`src/rtl/wb_pdm_bank.sv`:
```
// wb_pdm_bank: Wishbone-mapped bank of PWM / first-order sigma-delta outputs
// sharing one prescaled tick, each channel with a double-buffered level.
module wb_pdm_bank #(
  parameter int CHANNELS       = 4,
  parameter int BIT_RESOLUTION = 8,
  parameter int ADDR_WIDTH     = 4
) (
  input  logic                  wb_clk_i,
  input  logic                  wb_rst_ni,
  input  logic                  wb_cyc_i,
  input  logic                  wb_stb_i,
  input  logic                  wb_we_i,
  input  logic [ADDR_WIDTH-1:0] wb_adr_i,
  input  logic [15:0]           wb_dat_i,
  output logic [15:0]           wb_dat_o,
  output logic                  wb_ack_o,
  output logic                  wb_stall_o,
  output logic [CHANNELS-1:0]   pdm_o
);

  localparam int BR = BIT_RESOLUTION;
  localparam logic [ADDR_WIDTH-1:0] CTRL_ADDR = ADDR_WIDTH'(CHANNELS);
  localparam logic [ADDR_WIDTH-1:0] PRE_ADDR  = ADDR_WIDTH'(CHANNELS + 1);
  localparam logic [BR-1:0]         CNT_MAX   = '1;

  logic [BR-1:0] shadow [CHANNELS];
  logic [BR-1:0] active [CHANNELS];
  logic [BR-1:0] acc    [CHANNELS];
  logic [BR:0]   sd_sum [CHANNELS];
  logic [BR-1:0] cnt;
  logic [7:0]    prescale;
  logic [7:0]    pc;
  logic          en;
  logic          mode;
  logic          req;
  logic          wr;
  logic          ctrl_wr;
  logic          pre_wr;
  logic          tick;
  logic [15:0]   rdata;
  logic          unused_dat;

  assign req        = wb_cyc_i & wb_stb_i;
  assign wr         = req & wb_we_i;
  assign ctrl_wr    = wr && (wb_adr_i == CTRL_ADDR);
  assign pre_wr     = wr && (wb_adr_i == PRE_ADDR);
  assign tick       = en && (pc == prescale);
  assign wb_stall_o = 1'b0;
  assign unused_dat = &{1'b0, wb_dat_i};

  always_comb begin
    rdata = '0;
    for (int i = 0; i < CHANNELS; i++) begin
      if (wb_adr_i == ADDR_WIDTH'(i)) rdata[BR-1:0] = shadow[i];
    end
    if (wb_adr_i == CTRL_ADDR) rdata[1:0] = {mode, en};
    if (wb_adr_i == PRE_ADDR)  rdata[7:0] = prescale;
  end

  always_comb begin
    for (int i = 0; i < CHANNELS; i++) begin
      sd_sum[i] = {1'b0, acc[i]} + {1'b0, active[i]};
    end
  end

  // Bus side: single-cycle ack, read data only alongside a read ack.
  always_ff @(posedge wb_clk_i or negedge wb_rst_ni) begin
    if (!wb_rst_ni) begin
      wb_ack_o <= 1'b0;
      wb_dat_o <= '0;
      prescale <= '0;
      for (int i = 0; i < CHANNELS; i++) shadow[i] <= '0;
    end else begin
      wb_ack_o <= req;
      wb_dat_o <= (req && !wb_we_i) ? rdata : '0;
      if (pre_wr) prescale <= wb_dat_i[7:0];
      for (int i = 0; i < CHANNELS; i++) begin
        if (wr && (wb_adr_i == ADDR_WIDTH'(i))) shadow[i] <= wb_dat_i[BR-1:0];
      end
    end
  end

  // A CTRL write, or the bank being disabled, restarts everything from a clean period.
  always_ff @(posedge wb_clk_i or negedge wb_rst_ni) begin
    if (!wb_rst_ni) begin
      en    <= 1'b0;
      mode  <= 1'b0;
      pc    <= '0;
      cnt   <= '0;
      pdm_o <= '0;
      for (int i = 0; i < CHANNELS; i++) begin
        acc[i]    <= '0;
        active[i] <= '0;
      end
    end else if (ctrl_wr || !en) begin
      if (ctrl_wr) begin
        en   <= wb_dat_i[0];
        mode <= wb_dat_i[1];
      end
      pc    <= '0;
      cnt   <= '0;
      pdm_o <= '0;
      for (int i = 0; i < CHANNELS; i++) begin
        acc[i]    <= '0;
        active[i] <= shadow[i];
      end
    end else begin
      pc <= (pre_wr || tick) ? 8'd0 : pc + 8'd1;
      if (tick) begin
        if (!mode) begin
          cnt <= cnt + BR'(1);
          for (int i = 0; i < CHANNELS; i++) begin
            pdm_o[i] <= (active[i] > cnt);
            if (cnt == CNT_MAX) active[i] <= shadow[i];
          end
        end else begin
          for (int i = 0; i < CHANNELS; i++) begin
            pdm_o[i]  <= sd_sum[i][BR];
            acc[i]    <= sd_sum[i][BR-1:0];
            active[i] <= shadow[i];
          end
        end
      end
    end
  end

endmodule

```
`config.mk`:
```
export PLATFORM = sky130hd
export DESIGN_NAME = wb_pdm_bank
export DESIGN_NICKNAME = d
export VERILOG_FILES = /design/src/rtl/wb_pdm_bank.sv
export SDC_FILE = /design/constraint.sdc
export NUM_CORES = 1
export LEC_CHECK = 0
export ABC_AREA = 1
export CAP_MARGIN = 20
export CORE_MARGIN = 2
export CORE_UTILIZATION = 35
export CTS_CLUSTER_SIZE = 12
export DETAILED_ROUTE_END_ITERATION = 6
export GPL_ROUTABILITY_DRIVEN = 0
export SETUP_SLACK_MARGIN = 0.15
export SLEW_MARGIN = 0
export SYNTH_ARGS = -nofsm -noshare
export SYNTH_HDL_FRONTEND = slang
export SYNTH_SLANG_ARGS = --single-unit
```
`constraint.sdc`:
```
create_clock -name wb_clk_i -period 1.8 [get_ports wb_clk_i]
set_clock_uncertainty 0.05 [all_clocks]
set_input_delay 0.54 -clock wb_clk_i [delete_from_list [all_inputs] [get_ports wb_clk_i]]
set_output_delay 0.54 -clock wb_clk_i [all_outputs]
set_load 0.05 [all_outputs]
```
==> impl_metrics.env <==
export IMPL_cts_root_buffer="clkbuf_16"
export IMPL_die_height_um=157
export IMPL_min_to="acc[27]$_DFFE_PN0P_"
export IMPL_ys_seq_elements=135
export IMPL_synth_yosys_seq_area_share_pct=41.2
export IMPL_cts_buffers=17
export IMPL_pin_count=47
export IMPL_path_class="reg -> reg"
export IMPL_ys_async_sr_fraction_pct=100
export IMPL_cts_path_max_buffers=2
export IMPL_syn_inst=1058
export IMPL_drc_errors=0
export IMPL_worstPathRequired_ps=2060
export IMPL_synthFlopType="dfrtp_1"
export IMPL_fp_dieArea_um2=24700
export IMPL_hold_viol_final=0
export IMPL_p_switching_w=0.00356
export IMPL_ys_top_cells_by_count="nand2_1, dfrtp_1, inv_1"
export IMPL_regToRegStartpoint="active[27]$_DFFE_PN0P_"
export IMPL_insertion_delay_ps=430
export IMPL_drtIter0Drc=356
export IMPL_vias=7264
export IMPL_cp_max_fo=5
export IMPL_wl_per_cell_um=14.8
export IMPL_pwr_share_clk_pct=34.4
export IMPL_area_delta_synth_final_pct=34.4
export IMPL_period_share_pct=94.7
export IMPL_endpoint_kind="register"
export IMPL_slew_viol_final=0
export IMPL_wl_mm=22.6
export IMPL_clkSinkCount=135
export IMPL_ir_worst_vdd_mv=0.601
export IMPL_synth_avg_cell_area_um2=7.75
export IMPL_grt_max_degree=46
export IMPL_grt_pass1_vias=6845
export IMPL_period_minus_slack_ps=1710
export IMPL_cts_tree="done"
export IMPL_grt_usage_pct=18.4
export IMPL_synth_cell_type_count=37
export IMPL_min_path_cells=2
export IMPL_viasPerCell=4.75
export IMPL_clock_fmax_mhz=586
export IMPL_ant_nets=0
export IMPL_min_from="acc[27]$_DFFE_PN0P_"
export IMPL_yosysMostFrequentCell="nand2_1"
export IMPL_p_sw_share_pct=34.9
export IMPL_p_int_w=0.00662
export IMPL_synth_top_area_cell="dfrtp_1"
export IMPL_hold_path_class="reg -> reg"
export IMPL_reg2reg_to="acc[28]$_DFFE_PN0P_"
export IMPL_clk_transition_reported_paths_ps=60
export IMPL_fin_area_um2=11000
export IMPL_overflow=0
export IMPL_drv_cap=0
export IMPL_worst_r2r_cell_count=6
export IMPL_post_dp_cell_area_um2=9420
export IMPL_h_tree_depth=4
export IMPL_synthTopCellsByArea="dfrtp_1, nand2_1, ha_1"
export IMPL_p_seq_share_pct=36.0
export IMPL_numPortBuffers=29
export IMPL_rsz0062_at_grt="yes"
export IMPL_hpwl_mm=15.0
export IMPL_combPwrFrac_pct=29.5
export IMPL_setup_violations=0
export IMPL_arrival_ps=1970
export IMPL_critPathLaunch="active[27]$_DFFE_PN0P_"
export IMPL_diodes=0
export IMPL_p_per_area_nw_per_um2=923
export IMPL_die_x_um=157
export IMPL_finish_net_count=1291
export IMPL_firstDrtPassIters=5
export IMPL_synth_edf_count=0
export IMPL_syn_cell_area_um2=8200
export IMPL_start_util_pct=35.3
export IMPL_core_um2=23300
export IMPL_regToRegSetupSlack_ps=90
export IMPL_status="completed"
export IMPL_drive_above_1_share_pct=23.8
export IMPL_ys_warn_count=0
export IMPL_p_leak_nw=5.81
export IMPL_worstSetupStartpointType="register"
export IMPL_rows=56
export IMPL_grt_pass1_wl_mm=35.1
export IMPL_hold_ws_ps=429
export IMPL_antenna_found_initial=0
export IMPL_yosysTopAreaCellShare_pct=41.2
## state kept, by name, summed over array words and instances (netlist names), 4 cells and up
signal / cells
acc: 32
active: 32
cnt: 8
pc: 8
pdm_o: 4
prescale: 8
shadow: 32
wb_dat_o: 8
## kinds of logic (layout without fill, tap and decap cells)
kind of cell               after synthesis  count (layout)  synth area share (%)
xor gates and xnor gates                14              14                  1.49
adders and majority gates               70              70                  11.0
other                                    1               9                0.0457
and+or+nand+nor                        591             595                  31.0
buffers and inverters                  136             275                  7.81
AOI/OAI and AO/OA                      111             111                  7.44
DFF                                    135             135                  41.2
## power groups by stage
stage | clock network [W] | logic, W | registers, W
floorplan | 0 | 0.00157 | 0.00369
global placement | 0 | 0.00234 | 0.00370
detailed placement | 0 | 0.00239 | 0.00371
CTS | 0.00354 | 0.00271 | 0.00366
global route | 0.00369 | 0.00333 | 0.00371
finish | 0.00350 | 0.00301 | 0.00367
## worst max-delay path by stage
stage	to	cells after the start
after floorplan	acc[22]$_DFFE_PN0P_	9
after global placement	acc[20]$_DFFE_PN0P_	9
after detailed placement	acc[4]$_DFFE_PN0P_	9
after CTS	acc[4]$_DFFE_PN0P_	7
after global routing	acc[28]$_DFFE_PN0P_	6
final	acc[28]$_DFFE_PN0P_	6
## placed cells by master, fill, tap and decap left out, types with 11 or more instances in the layout
master / instances
buf_12: 31
nand3_1: 59
nand2_2: 32
nand2_4: 12
nand3b_1: 13
nand4_1: 11
o21ai_0: 53
inv_2: 16
nand3_2: 16
dfrtp_1: 133
a21oi_1: 32
nand2_1: 356
clkbuf_16: 21
nor2_1: 61
inv_1: 84
buf_4: 79
ha_1: 56
## per-layer routing
metal  track usage (%)  wire (µm)
met1              24.9      10400
met2              29.7      10800
met3              3.41        838
met4              5.93        549
met5                 0          0
## repair_timing
| item | CTS | global route |
|---|---|---|
| buffers inserted | 27 | 10 |
| hold endpoints to repair | 9 | 0 |
| gates cloned | 4 | 5 |
| hold buffers | 1 | 0 |
| resized for setup | 49 | 85 |
| pin swaps | 22 | 33 |
| setup endpoints to repair | 104 | 86 |
## worst max-delay path: stages (launching register included)
cell,delay (ps)
dfrtp_1,420
ha_1,360
a21oi_1,250
o21ai_4,110
or2_2,290
nand3_2,70
nand2_1,40
## through the flow
| step | std cells | setup slack (ps) | total power, W | TNS [ps] | utilization, % |
|---|---|---|---|---|---|
| 2_1_floorplan | 1066 | 155 | 0.00526 | 0 | - |
| 3_3_place_gp | 1449 | -516 | 0.00604 | -51200 | 40.5 |
| 3_5_place_dp | 1449 | -561 | 0.00610 | -54360 | 40.5 |
| 4_1_cts | 1513 | 51.7 | 0.00991 | 0 | 45.2 |
| 5_1_grt | 1528 | -12.9 | 0.0107 | -12.9 | 47.4 |
| 6_report | 1528 | 94.6 | 0.0102 | 0 | 47.4 |
## layout make-up
| type | count | area [µm²] |
|---|---|---|
| multi-input combinational | 799 | 4680 |
| clock inverter | 15 | 158 |
| inverter | 105 | 408 |
| fill | 2269 | 12200 |
| timing repair buffer | 138 | 1580 |
| clock buffer | 17 | 425 |
| sequential | 135 | 3380 |
| tap | 319 | 399 |
(Power assumes the default switching activity.)
